--- src/rtl/cache_fetch_pkg.sv ---
// cache_fetch_pkg: shared state encoding and address helpers for the line fetch controller
package cache_fetch_pkg;
  typedef enum logic [1:0] {IDLE, WRITEBACK, ALLOCATE, DONE} fetch_state_t;
  localparam int ADDR_W = 32;
  function automatic logic [ADDR_W-1:0] line_addr(input logic [ADDR_W-1:0] tag, input logic [ADDR_W-1:0] idx, input int idx_w, input int off_w);
    return ((tag << idx_w) | idx) << off_w;
  endfunction
endpackage

--- src/rtl/way_tag_mux.sv ---
// way_tag_mux: picks one way's tag out of the packed per-set tag bus
module way_tag_mux #(
  parameter int WAYS  = 2,
  parameter int TAG_W = 24,
  parameter int WW    = (WAYS > 1) ? $clog2(WAYS) : 1
) (
  input  logic [WAYS*TAG_W-1:0] tags,
  input  logic [WW-1:0]         sel,
  output logic [TAG_W-1:0]      tag
);
  assign tag = tags[sel*TAG_W +: TAG_W];
endmodule

--- src/rtl/cache_line_fetch.sv ---
// cache_line_fetch: memory-side miss handler; writes back a dirty victim, then fills the missing line
module cache_line_fetch
  import cache_fetch_pkg::*;
#(
  parameter int WAYS  = 2,
  parameter int TAG_W = 24,
  parameter int IDX_W = 3,
  parameter int OFF_W = 5,
  parameter int CNT_W = 16,
  parameter int WW    = (WAYS > 1) ? $clog2(WAYS) : 1
) (
  input  logic                  clk,
  input  logic                  rst_n,
  input  logic                  miss_req,
  input  logic [ADDR_W-1:0]     mem_address,
  input  logic [WW-1:0]         victim_way,
  input  logic                  victim_dirty,
  input  logic [WAYS*TAG_W-1:0] tags,
  input  logic                  pmem_resp,
  output logic                  pmem_read,
  output logic                  pmem_write,
  output logic [ADDR_W-1:0]     pmem_address,
  output logic                  busy,
  output logic                  load_line,
  output logic                  clear_dirty,
  output logic                  fill_done,
  output logic [CNT_W-1:0]      miss_count,
  output logic [CNT_W-1:0]      wb_count
);
  localparam int LINE_W = ADDR_W - OFF_W;
  fetch_state_t r_state, w_next;
  logic [LINE_W-1:0] r_miss_line;
  logic [TAG_W-1:0]  r_vtag, w_sel_tag;
  logic [CNT_W-1:0]  r_miss_cnt, r_wb_cnt;
  logic              w_accept;
  way_tag_mux #(.WAYS(WAYS), .TAG_W(TAG_W), .WW(WW)) u_way_tag_mux (
    .tags(tags),
    .sel (victim_way),
    .tag (w_sel_tag)
  );
  assign w_accept    = r_state == IDLE && miss_req;
  assign pmem_write  = r_state == WRITEBACK;
  assign pmem_read   = r_state == ALLOCATE;
  assign busy        = r_state != IDLE;
  assign clear_dirty = pmem_write && pmem_resp;
  assign load_line   = pmem_read && pmem_resp;
  assign fill_done   = r_state == DONE;
  assign miss_count  = r_miss_cnt;
  assign wb_count    = r_wb_cnt;
  always_comb begin
    w_next = r_state;
    unique case (r_state)
      IDLE:      if (miss_req) w_next = victim_dirty ? WRITEBACK : ALLOCATE;
      WRITEBACK: if (pmem_resp) w_next = ALLOCATE;
      ALLOCATE:  if (pmem_resp) w_next = DONE;
      DONE:      w_next = IDLE;
    endcase
  end
  // IDLE passes the CPU address straight through; busy states use only latched values
  always_comb begin
    pmem_address = r_state == IDLE      ? {mem_address[ADDR_W-1:OFF_W], {OFF_W{1'b0}}}
                 : r_state == WRITEBACK ? line_addr(ADDR_W'(r_vtag), ADDR_W'(r_miss_line[IDX_W-1:0]), IDX_W, OFF_W)
                 :                        {r_miss_line, {OFF_W{1'b0}}};
  end
  always_ff @(posedge clk or negedge rst_n) begin
    if (!rst_n) begin
      r_state     <= IDLE;
      r_miss_line <= '0;
      r_vtag      <= '0;
    end else begin
      r_state <= w_next;
      if (w_accept) begin
        r_miss_line <= mem_address[ADDR_W-1:OFF_W];
        r_vtag      <= w_sel_tag;
      end
    end
  end
  always_ff @(posedge clk or negedge rst_n) begin
    if (!rst_n) begin
      r_miss_cnt <= '0;
      r_wb_cnt   <= '0;
    end else begin
      if (w_accept && !(&r_miss_cnt)) r_miss_cnt <= r_miss_cnt + CNT_W'(1);
      if (clear_dirty && !(&r_wb_cnt)) r_wb_cnt <= r_wb_cnt + CNT_W'(1);
    end
  end
endmodule

--- config.mk ---
export PLATFORM = sky130hd
export DESIGN_NAME = cache_line_fetch
export DESIGN_NICKNAME = d
export VERILOG_FILES = /design/src/rtl/cache_fetch_pkg.sv /design/src/rtl/way_tag_mux.sv /design/src/rtl/cache_line_fetch.sv
export SDC_FILE = /design/constraint.sdc
export NUM_CORES = 1
export LEC_CHECK = 0
export BUFFER_PORTS_ARGS = -buffer_cell sky130_fd_sc_hd__buf_2
export CAP_MARGIN = 20
export CELL_PAD_IN_SITES_DETAIL_PLACEMENT = 1
export CELL_PAD_IN_SITES_GLOBAL_PLACEMENT = 2
export CORE_MARGIN = 3
export CORE_UTILIZATION = 30
export DETAILED_ROUTE_END_ITERATION = 12
export GPL_TIMING_DRIVEN = 0
export MAX_ROUTING_LAYER = met4
export PLACE_DENSITY = 0.86
export SLEW_MARGIN = 20
export SYNTH_ARGS = -nofsm -noshare
export SYNTH_HDL_FRONTEND = slang
export SYNTH_SLANG_ARGS = --single-unit
export TNS_END_PERCENT = 10
--- constraint.sdc ---
create_clock -name clk -period 2.6 [get_ports clk]
set_input_delay 0.26 -clock clk [delete_from_list [all_inputs] [get_ports clk]]
set_output_delay 0.26 -clock clk [all_outputs]
set_load 0.01 [all_outputs]
# Word level (Yosys, flattened, before mapping)
# Cells that the tools add are included.
[word_totals]
output_inout_bits = 70
wordCells = 35
input_bits = 86
register_bits = 85
[classes]
n_mux = 7
reduce_logical = 12
n_addsub = 2
mul = 1
shifts = 1
eq_ne = 6
bitwise = 1
[op_table]
columns = ["cell", "n"]
rows = [
  ["32-bit 2-to-1 mux", 2],
  ["48-bit by 7-bit indexed part select with 24-bit output", 1],
  ["16-bit by 1-bit adder with 16-bit output (second input constant)", 2],
  ["16-bit AND reduction", 2],
  ["27-bit by 3-bit OR with 27-bit output", 1],
  ["2-bit 2-to-1 mux", 4],
  ["2-bit case mux with 4 select lines", 1],
  ["2-bit != test (second input constant)", 3],
  ["1-bit logical AND", 5],
  ["2-bit == test (second input constant)", 2],
  ["1-bit by 2-bit multiplier with 3-bit output (second input constant)", 1],
  ["3-bit AND reduction", 1],
  ["2-bit by 1-bit == test with 1-bit output (second input constant)", 1],
  ["1-bit logical NOT", 2],
  ["2-bit logical NOT", 1],
  ["2-bit nonzero test", 1],
]

# Depth between registers and ports, before layout
# Gate-level depths: netlist of the first run.
[depth]
ltp_word = 3
mapped_depth = 7

# By module
# From an unflattened synthesis of the first run, not the netlist that was laid out.
[hier_totals]
hier_cells = 394
area_unflattened_um2 = 4589.4
[modules_own_cells]
columns = ["module", "seq_area_each_um2", "area_per_inst_um2", "cells_each", "n_inst"]
rows = [
  ["cache_line_fetch", 2127.0, 4192.8, 367, 1],
  ["way_tag_mux", 0.0, 396.6, 27, 1],
]

# Least setup slack after synthesis of the first run
# No wires, ideal clock.
[synth_timing]
path_kind = "flip-flop to flip-flop"
from = "register r_state[1]"
to = "register r_wb_cnt[11], in the netlist wb_count[11]"
setup_slack_ns = 0.675
setup_time_ns = 0.125
t_arrival_ns = 1.801
stages_incl_launch_ff = 8
n_path_buf = 1
path_cell_list = "dfrtp_1 > inv_1 > ha_1 > buf_2 > nand4_2 > nor3_1 > and3_1 > mux2_2"
[synth_between]
elab_chain_cells = 3
[synth_lines]
columns = ["element", "line", "text"]
rows = [
  ["start: declaration", "cache_line_fetch.sv:31", "fetch_state_t r_state, w_next;"],
  ["start signal: assignment", "cache_line_fetch.sv:71", "r_state <= w_next;"],
  ["2-bit by 1-bit == test with 1-bit output", "cache_line_fetch.sv:42", "assign pmem_write = r_state == WRITEBACK;"],
  ["via pmem_write", "cache_line_fetch.sv:21", "output logic pmem_write,"],
  ["1-bit logical AND", "cache_line_fetch.sv:45", "assign clear_dirty = pmem_write && pmem_resp;"],
  ["1-bit logical AND", "cache_line_fetch.sv:84", "if (clear_dirty && !(&r_wb_cnt)) r_wb_cnt <= r_wb_cnt + CNT_W'(1);"],
  ["end signal: assignment", "cache_line_fetch.sv:84", ""],
  ["end: declaration", "cache_line_fetch.sv:34", "logic [CNT_W-1:0] r_miss_cnt, r_wb_cnt;"],
]
# The timed path passes the listed nets, and every way through them passes these cells.
# A chain may end at the register's enable or synchronous reset.

# Final worst setup path of the first run
[layout_timing]
from = "register r_state[1]"
to = "output pmem_address[18]"
[layout_between]
elab_chain_cells = 3
word_cells_on_any_way = 4
classes_between = "eq/ne: 1; mux: 2; reduce/logical: 1"
[layout_lines]
columns = ["element", "line", "text"]
rows = [
  ["2-bit by 1-bit == test with 1-bit output", "cache_line_fetch.sv:62", ": r_state == WRITEBACK ? line_addr(ADDR_W'(r_vtag), ADDR_W'(r_miss_line[IDX_W-1:0]), IDX_W, OFF_W)"],
  ["32-bit 2-to-1 mux", "cache_line_fetch.sv:62", ""],
  ["32-bit 2-to-1 mux *", "cache_line_fetch.sv:61", "pmem_address = r_state == IDLE ? {mem_address[ADDR_W-1:OFF_W], {OFF_W{1'b0}}}"],
  ["end: declaration", "cache_line_fetch.sv:22", "output logic [ADDR_W-1:0] pmem_address,"],
]
# Every way passes the cells marked *; elsewhere a longest branch is shown, timed or not.

==> impl_metrics.json, run 1 <==
{
  "worstRegToRegCells": 7,
  "cts_htree_levels": 3,
  "grt.overflow.total": 0,
  "timing_max_transition_violations_final": 0,
  "clk-insertion-delay-late_ns": 0.34,
  "clock-sinks": 85,
  "max-slew-margin-rel": 0.6112,
  "period_minus_slack_ns": 2.475,
  "post_drt_via_cell_ratio": 4.913,
  "worst_path_largest_cell_delay_ns": 0.42,
  "coreArea_um2": 14200,
  "setup_violations": 0,
  "clock_tree_from_tritoncts": "done",
  "run_status": "finished, final reports clean",
  "min_period_over_period": 0.9519,
  "routed_wl_mm": 12.70,
  "synth.cell_area_um2": 4442,
  "route.vias.total": 3744,
  "clockRootBuffer": "sky130_fd_sc_hd__clkbuf_16",
  "port_buffers": 144,
  "dieArea_um2": 16300,
  "filler_cell_count": 1679,
  "number_of_warnings_reported_in_the_yosys_synthesis_log": 0,
  "critical_path.slowest_cell": "sky130_fd_sc_hd__dfrtp_1",
  "post_synthesis_async_set_or_reset_flop_share": 1.000,
  "first_global_vias": 4039,
  "critPathArrivalTime_ns": 2.21,
  "synth_ff_type": "sky130_fd_sc_hd__dfrtp_1",
  "worst_pin_slew_ns": 0.5832,
  "number_of_flops_mapped_to_enable_cells_by_yosys": 0,
  "place_ws_ns": 0.4072,
  "syn_inst": 419,
  "drc_errors": 0,
  "antenna_cells": 0,
  "most_numerous_cell_on_the_critical_path": "sky130_fd_sc_hd__buf_2",
  "max-vdd-ir-drop_uv": 313.1,
  "end_kind": "output pin",
  "drt-initial-drc-count": 143,
  "design_area_final_um2": 5690,
  "leakage_dissipation_nw": 2.784,
  "critPathKind": "reg2out",
  "worstPathMaxFanout": 10,
  "worstPathRequired_ns": 2.34,
  "placementRows": 43,
  "worst_hold_path_type": "in2reg",
  "r2r_slack_ns": 0.42,
  "placed_cell_area_um2": 5425,
  "die_height_um": 127.7,
  "globalRouteTotalUtil": 0.1618,
  "clk_pin_slew_ns": 0.06,
  "top_level_ports": 156,
  "pin_count_of_the_biggest_net_entering_global_routing": 45,
  "worstPathCellList": "inv_1 > ha_1 > buf_2 > buf_2 > mux2i_1 > o21ai_0 > buf_2",
  "yosys_register_bits": 85,
  "hold_path_depth": 2,
  "drv_cap": 0,
  "powerDensity_nw_per_um2": 1018,
  "grt_setup_unrepaired": "true",
  "max-clock-path-buffers": 2,
  "area_growth_pct": 28.11,
  "timing.critical_path.from_type": "register",
  "die_w_um": 127.7,
  "detailed_route_wire_length_per_cell_um": 16.67,
  "layout_cells_sized_above_1": 0.3729,
  "drtAntennaViolNets": 0,
  "fin_nets": 672,
  "initial_core_util": 0.3127,
  "antenna_found_initial": 0,
  "dp_hpwl_mm": 9.755,
  "max_freq_mhz": 404.1,
  "ys_types": 41,
  "setup_slack_ns": 0.1251,
  "synth.avg_cell_area_um2": 10.60,
  "number_of_hold_violations_in_the_final_report": 0,
  "grt_first_pass_wirelength_mm": 20.50,
  "sequential_share_of_the_synthesized_area": 0.4789,
  "final.setup_skew_ns": 0.004922,
  "gp_congestion": 0.7766,
  "detail_route.first_pass.iterations": 4,
  "cts_made_buffers": 9
}
## area by class of cell
cell class | instances | area (um2) | share of cell area
Inverter | 5 | 18.77 | 0.003298
Sequential cell | 85 | 2127 | 0.3738
Clock inverter | 3 | 15.01 | 0.002639
Timing Repair Buffer | 146 | 753.2 | 0.1324
Multi-Input combinational cell | 307 | 2182 | 0.3835
Clock buffer | 10 | 239.0 | 0.04200
Tap cell | 180 | 225.2 | 0.03958
Buffer | 26 | 130.1 | 0.02287
## Yosys cell counts, drive strengths merged (2+ instances only)
| cell | n | area share |
|---|---|---|
| dfrtp | 85 | 0.48 |
| nand2 | 61 | 0.052 |
| o21ai | 51 | 0.057 |
| mux2i | 49 | 0.11 |
| mux2 | 34 | 0.087 |
| xnor2 | 15 | 0.030 |
| buf | 14 | 0.019 |
| nand4 | 13 | 0.025 |
| nor2 | 13 | 0.012 |
| clkbuf | 12 | 0.010 |
| nand3 | 12 | 0.014 |
| nor3 | 9 | 0.010 |
| ha | 6 | 0.017 |
| inv | 5 | 0.0042 |
| xor2 | 5 | 0.0099 |
| and4 | 4 | 0.0079 |
| o21a | 4 | 0.0068 |
| a31oi | 3 | 0.0042 |
| nand4b | 3 | 0.0059 |
| nor4 | 3 | 0.012 |
| a21oi | 2 | 0.0023 |
| and2 | 2 | 0.0028 |
| and3 | 2 | 0.0028 |
| nand3b | 2 | 0.0034 |
| or3 | 2 | 0.0028 |
## kinds of logic after synthesis
family / after synthesis / synth area share
mux: 83 / 0.1975
simple gates: 129 / 0.1555
compound gates: 64 / 0.07775
other cells: 1 / 0.0008443
flops: 85 / 0.4789
xor+xnor: 20 / 0.03944
buf+inv: 31 / 0.03324
fa+ha+maj: 6 / 0.01690
## cell usage in the layout (no fill, tap or decap), types with 9 or more instances in the layout
cell type | netlist | routed
sky130_fd_sc_hd__nand2_1 | 61 | 61
sky130_fd_sc_hd__dfrtp_1 | 85 | 85
sky130_fd_sc_hd__nand4_1 | 10 | 10
sky130_fd_sc_hd__mux2_2 | 32 | 32
sky130_fd_sc_hd__nor3_1 | 9 | 9
sky130_fd_sc_hd__o21ai_0 | 51 | 51
sky130_fd_sc_hd__xnor2_1 | 15 | 15
sky130_fd_sc_hd__mux2i_1 | 49 | 49
sky130_fd_sc_hd__clkbuf_1 | 11 | 10
sky130_fd_sc_hd__nand3_1 | 12 | 12
sky130_fd_sc_hd__buf_2 | 9 | 152
sky130_fd_sc_hd__nor2_1 | 11 | 11
sky130_fd_sc_hd__clkbuf_16 | 0 | 9
## stage by stage
stage,total power [mW],hold slack [ns],util,instances,TNS (ns)
after floorplan,3.667,-0.03559,-,423,0
after global placement,4.604,0.4640,0.3804,747,0
after detailed placement,4.727,0.2955,0.3820,748,0
after CTS,5.902,0.1583,0.4005,762,0
after global routing,6.271,0.1674,0.4006,762,-0.2082
final,5.790,0.1720,0.4006,762,0
## power breakdown
part	switching [mW]	leakage [nW]	internal, mW	total, mW
clock network	0.485	0.130	0.651	1.14
logic	1.43	1.58	1.09	2.52
registers	0.324	1.07	1.81	2.14
total	2.24	2.78	3.55	5.79
## repair_timing
action	4_1_cts	5_1_grt
hold endpoints to repair	43	0
resized for setup	0	2
hold buffers	1	0
endpoints found under the setup margin	0	13
setup buffers	0	0
## layer usage
metal,vias up,part of all wire,track usage
li1,1785,-,-
met1,1851,0.44,0.1976
met2,93,0.50,0.2694
met3,15,0.045,0.02917
met4,0,0.017,0.05868
met5,-,0,-
## worst max-delay path, delay by kind of cell (launching register included)
family,cells,cell delay (ns)
flip-flops,1,0.42
multiplexers,1,0.13
buffers and inverters,4,0.91
adder cells (fa/ha/maj),1,0.16
AO/OA/AOI/OAI,1,0.24
## state kept, by name, summed over array words and instances, names as in the netlist
register / cells
miss_count: 16
r_vtag: 24
r_miss_line: 27
r_state: 2
wb_count: 16
## final timing paths
path                                         from                           to
setup / recovery           r_state[1]$_DFFE_PN0P_             pmem_address[18]
hold reg to reg            r_vtag[11]$_DFFE_PN0P_       r_vtag[11]$_DFFE_PN0P_
max in group asynchronous                   rst_n    miss_count[0]$_DFFE_PN0P_
min in group asynchronous                   rst_n  r_miss_line[12]$_DFFE_PN0P_
hold / removal                    mem_address[17]  r_miss_line[12]$_DFFE_PN0P_
setup reg to reg           r_state[1]$_DFFE_PN0P_     wb_count[11]$_DFFE_PN0P_
Power figures use the tool's default switching activity.
==> run 2: changes to the inputs <==
Settings changed: SETUP_SLACK_MARGIN set to 0.4.
==> run 2 against run 1 <==
Clock power about the same. Total power is 1.5% higher. Combinational power rose by 3%. Core utilization is 0.33 points higher. Fmax grew 15%.
==> impl_metrics.json, run 2 (synthesized netlist as in run 1, its figures left out) <==
{
  "run_status": "finished, final reports clean",
  "worst_path_largest_cell_delay_ns": 0.42,
  "worst_hold_path_type": "in2reg",
  "route.vias.total": 3729,
  "max-vdd-ir-drop_uv": 327.6,
  "end_kind": "output pin",
  "powerDensity_nw_per_um2": 1024,
  "max_freq_mhz": 464.6,
  "holdPathEnd": "r_miss_line[12]$_DFFE_PN0P_",
  "layout_cells_sized_above_1": 0.3832,
  "critPathTopFamily": "buffers and inverters",
  "grt.overflow.total": 0,
  "grt_first_pass_wirelength_mm": 20.50,
  "antenna_found_initial": 0,
  "leakage_dissipation_nw": 2.810,
  "dieArea_um2": 16300,
  "final.setup_skew_ns": 0.004975,
  "setup_violations": 0,
  "critical_path.slowest_cell": "sky130_fd_sc_hd__dfrtp_1",
  "post_drt_via_cell_ratio": 4.894,
  "cts_setup_buffers": 0,
  "detailed_route_wire_length_per_cell_um": 16.72,
  "timing.critical_path.from_type": "register",
  "setup_total_negative_slack_ns": 0,
  "placed_cell_area_um2": 5425,
  "largest_reg_flops": 27,
  "die_w_um": 127.7,
  "clock_tree_from_tritoncts": "done",
  "place_ws_ns": 0.4072,
  "finalNonFillerCells": 762,
  "pin_count_of_the_biggest_net_entering_global_routing": 45,
  "clk_pin_slew_ns": 0.06,
  "period_minus_slack_ns": 2.152,
  "regMostFlops": "r_miss_line",
  "clk-insertion-delay-late_ns": 0.34,
  "drt-initial-drc-count": 155,
  "die_height_um": 127.7,
  "grt_setup_unrepaired": "true",
  "cts_made_buffers": 9,
  "most_used_cells_in_the_layout_excluding_fill_and_tap_cells": "148 x sky130_fd_sc_hd__buf_2, 85 x sky130_fd_sc_hd__dfrtp_1, 61 x sky130_fd_sc_hd__nand2_1, 50 x sky130_fd_sc_hd__o21ai_0, 49 x sky130_fd_sc_hd__mux2i_1",
  "critPathKind": "reg2out",
  "worstPathCellList": "inv_1 > ha_1 > buf_6 > buf_8 > mux2i_1 > o21ai_0 > buf_2",
  "min_period_over_period": 0.8278,
  "critPathArrivalTime_ns": 1.89,
  "initial_core_util": 0.3127,
  "timing.critical_path.buf_inv": 4,
  "worst_pin_slew_ns": 0.5765,
  "placementRows": 43,
  "fin_hold_ws_ns": 0.1740,
  "layout.cells.most_common": "sky130_fd_sc_hd__buf_2",
  "hold_path_startpoint": "mem_address[17]",
  "drtAntennaViolNets": 0,
  "area_growth_pct": 29.15,
  "dp_hpwl_mm": 9.755,
  "gp_congestion": 0.7766,
  "first_global_vias": 4041,
  "port_buffers": 144,
  "number_of_hold_violations_in_the_final_report": 0,
  "worstPathRequired_ns": 2.34,
  "drv_cap": 0,
  "design_area_final_um2": 5737,
  "globalRouteTotalUtil": 0.1619,
  "antenna_cells": 0,
  "r2r_slack_ns": 0.50,
  "coreArea_um2": 14200,
  "timing_max_transition_violations_final": 0,
  "cts_htree_levels": 3,
  "place.detailed.instances": 748,
  "worstRegToRegCells": 7,
  "drc_errors": 0,
  "clock-sinks": 85,
  "reg2reg_to": "r_vtag[0]$_DFFE_PN0P_",
  "max-slew-margin-rel": 0.6157,
  "setup_slack_ns": 0.4478,
  "max-clock-path-buffers": 2,
  "fin_nets": 672,
  "detail_route.first_pass.iterations": 4,
  "timing.rr.start": "r_state[0]$_DFFE_PN0P_",
  "routed_wl_mm": 12.74,
  "top_level_ports": 156,
  "clockRootBuffer": "sky130_fd_sc_hd__clkbuf_16",
  "largest_registers": "r_miss_line (27), r_vtag (24)",
  "worstPathMaxFanout": 10,
  "hold_path_depth": 2
}
[run 2: metal layers]
| metal | track usage | share of wire |
|---|---|---|
| met5 | - | 0 |
| met4 | 0.05868 | 0.016 |
| met3 | 0.02917 | 0.043 |
| met2 | 0.2694 | 0.50 |
| met1 | 0.1979 | 0.44 |
[run 2: worst max-delay path by stage]
stage,start,end,slack [ns],depth (start not counted)
global route,r_state[0]$_DFFE_PN0P_,r_vtag[0]$_DFFE_PN0P_,0.30,7
detailed placement,r_state[1]$_DFFE_PN0P_,wb_count[11]$_DFFE_PN0P_,0.41,7
global placement,r_state[0]$_DFFE_PN0P_,pmem_address[8],0.43,6
CTS,r_state[0]$_DFFE_PN0P_,r_vtag[4]$_DFFE_PN0P_,0.39,7
finish,r_state[1]$_DFFE_PN0P_,pmem_address[29],0.45,7
floorplan,r_state[1]$_DFFE_PN0P_,wb_count[11]$_DFFE_PN0P_,0.67,7
[run 2: power breakdown]
part	total [mW]	internal, mW	switching [mW]
combinational	2.60	1.16	1.44
clock	1.14	0.651	0.487
sequential	2.14	1.81	0.326
[run 2: stage by stage]
step | util | power [mW]
after floorplan | - | 3.667
after global placement | 0.3804 | 4.604
after detailed placement | 0.3820 | 4.727
after CTS | 0.4037 | 5.986
after global routing | 0.4039 | 6.354
final | 0.4039 | 5.876
[run 2: final cells by class]
cell class,instances,area [um2]
Inverter,5,18.77
Timing Repair Buffer,146,753.2
Multi-Input combinational cell,307,2182
Clock inverter,3,15.01
Buffer,26,176.4
Tap cell,180,225.2
Sequential cell,85,2127
Clock buffer,10,239.0
Fill cell,1677,8467
[run 2: what timing repair did]
action,in CTS,in global routing
hold buffers,1,0
setup endpoints to repair,26,46
gates cloned,0,0
gates resized for setup,19,4
endpoints found under the hold margin,43,0
==> run 3: changes to the inputs <==
Clock period 2.6 ns to 2.1 ns, I/O delays scaled along.
==> run 3 against run 2 <==
Combinational power is 50% higher. Clock-buffer cell count is 2 higher. Critical path depth is 1 lower. Hold slack worse by 0.055 ns. Cell count is 2.4% higher. Non-clock buffer count is 15 higher. Clock skew is 0.0050 ns higher. Sequential share of layout area is 2.4 points lower. Sequential power is 24% higher. Critical path type unchanged. Largest cell class unchanged. Largest power group unchanged. Highest routed layer unchanged.
==> impl_metrics.json, run 3 (synthesized netlist as in run 1, its figures left out) <==
{
  "drc_errors": 0,
  "routed_wl_mm": 13.45,
  "coreArea_um2": 14200,
  "critPathArrivalTime_ns": 1.73,
  "post_drt_via_cell_ratio": 4.960,
  "cts_htree_levels": 3,
  "leakage_dissipation_nw": 2.997,
  "fin_hold_ws_ns": 0.1187,
  "initial_core_util": 0.3127,
  "first_global_vias": 4111,
  "die_height_um": 127.7,
  "run_status": "finished, final reports clean",
  "worstPathRequired_ns": 1.89,
  "detail_route.first_pass.iterations": 4,
  "busiest_layer": "met2",
  "min_period_over_period": 0.9235,
  "timing.critical_path.buf_inv": 4,
  "placementRows": 43,
  "route.vias.total": 3869,
  "powerDensity_nw_per_um2": 1344,
  "number_of_hold_violations_in_the_final_report": 0,
  "clock_tree_from_tritoncts": "done",
  "clk-insertion-delay-late_ns": 0.34,
  "antenna_found_initial": 0,
  "grtUsageMet2": 0.2784,
  "drt-initial-drc-count": 143,
  "drtAntennaViolNets": 0,
  "area_growth_pct": 38.25,
  "grt.overflow.total": 0,
  "utilization": 0.4323,
  "timing.critical_path.from_type": "register",
  "dp_hpwl_mm": 9.961,
  "fin_nets": 687,
  "end_kind": "output pin",
  "max-vdd-ir-drop_uv": 459.9,
  "grt.met1_usage": 0.2134,
  "setup_violations": 0,
  "die_w_um": 127.7,
  "globalRouteMet3Util": 0.02583,
  "pin_count_of_the_biggest_net_entering_global_routing": 48,
  "timing_max_transition_violations_final": 0,
  "critical_path.slowest_cell": "sky130_fd_sc_hd__dfrtp_1",
  "worst_hold_path_type": "in2reg",
  "dieArea_um2": 16300,
  "largest_reg_flops": 27,
  "clockRootBuffer": "sky130_fd_sc_hd__clkbuf_16",
  "critPathKind": "reg2out",
  "final.setup_skew_ns": 0.009960,
  "antenna_cells": 0,
  "drv_cap": 0,
  "worst_pin_slew_ns": 0.5528,
  "filler_cell_count": 1643,
  "worstPathCellList": "inv_2 > buf_4 > ha_4 > buf_8 > mux2_2 > buf_2",
  "port_buffers": 144,
  "top_level_ports": 156,
  "critPathTopFamily": "buffers and inverters",
  "worstPathMaxFanout": 5,
  "p_total_mw": 8.256,
  "most_used_cells_in_the_layout_excluding_fill_and_tap_cells": "147 x sky130_fd_sc_hd__buf_2, 84 x sky130_fd_sc_hd__dfrtp_1, 60 x sky130_fd_sc_hd__nand2_1, 47 x sky130_fd_sc_hd__mux2i_1",
  "globalRouteTotalUtil": 0.1686,
  "clk_pin_slew_ns": 0.07,
  "largest_registers": "r_miss_line (27), r_vtag (24)",
  "grt_setup_unrepaired": "true",
  "max-clock-path-buffers": 2,
  "gp_congestion": 0.7844,
  "max-slew-margin-rel": 0.6315,
  "max_freq_mhz": 515.6,
  "worst_path_largest_cell_delay_ns": 0.41,
  "grt_first_pass_wirelength_mm": 21.13,
  "regMostFlops": "r_miss_line",
  "layout.cells.most_common": "sky130_fd_sc_hd__buf_2",
  "period_minus_slack_ns": 1.939,
  "clock-sinks": 85,
  "layout_cells_sized_above_1": 0.4283,
  "cts_made_buffers": 9,
  "detailed_route_wire_length_per_cell_um": 17.24
}
==> run 3: cell types whose count changed in the layout (fill, tap and decap cells not counted), moves of 4 or more <==
cell and delta:
sky130_fd_sc_hd__buf_4 +11, sky130_fd_sc_hd__o21ai_2 +6, sky130_fd_sc_hd__o21ai_0 -20, sky130_fd_sc_hd__o21ai_1 +14
sky130_fd_sc_hd__clkbuf_4 -4
==> run 3: cell type report <==
type	instances	area [um2]	area share
multi-input cells	307	2296	0.3739
flip-flops and latches	85	2128	0.3466
repair buffers	161	920.9	0.1500
plain buffers	26	242.7	0.03953
clock buffers	12	236.5	0.03851
well taps	180	225.2	0.03667
clock inverters	4	72.57	0.01182
inverters	5	18.77	0.003056
==> run 3: worst paths after layout <==
check	start	endpoint	slack [ns]	cells after the start
worst max-delay path	r_state[1]$_DFFE_PN0P_	pmem_address[5]	0.16	6
worst min-delay path	mem_address[7]	r_miss_line[2]$_DFFE_PN0P_	0.12	2
worst max register to register	r_state[1]$_DFFE_PN0P_	wb_count[11]$_DFFE_PN0P_	0.18	8
worst min register to register	r_vtag[6]$_DFFE_PN0P_	r_vtag[6]$_DFFE_PN0P_	0.48	2
max in group asynchronous	rst_n	r_state[0]$_DFFE_PN0P_	1.07	3
min in group asynchronous	rst_n	r_miss_line[12]$_DFFE_PN0P_	0.41	2
==> run 3: power by group <==
part	leakage, nW	switching, mW	internal (mW)
sequential	1.07	0.420	2.24
clock	0.147	0.657	1.04
combinational	1.78	1.99	1.91
total	3.00	3.06	5.19
==> run 3: timing repair <==
action / 4_1_cts / 5_1_grt
setup endpoints to repair: 99 / 108
setup buffers: 6 / 6
pin swaps: 1 / 2
gates cloned: 2 / 1
endpoints found under the hold margin: 38 / 0
hold buffers: 1 / 0
gates resized for setup: 50 / 32
==> run 3: stage by stage <==
step	setup WS, ns	setup TNS (ns)	cells	instance area (um2)
3_3_place_gp	-0.05860	-0.4728	747	5435
3_5_place_dp	-0.08611	-1.114	748	5465
6_report	0.1606	0	780	6141
5_1_grt	0.07929	0	780	6141
4_1_cts	0.1469	0	773	5984
2_1_floorplan	0.4280	0	423	4489
==> run 3: routing by layer <==
| layer | vias up | part of all wire |
|---|---|---|
| li1 | 1837 | - |
| met3 | 15 | 0.036 |
| met2 | 94 | 0.50 |
| met5 | - | 0 |
| met4 | 0 | 0.013 |
| met1 | 1923 | 0.45 |
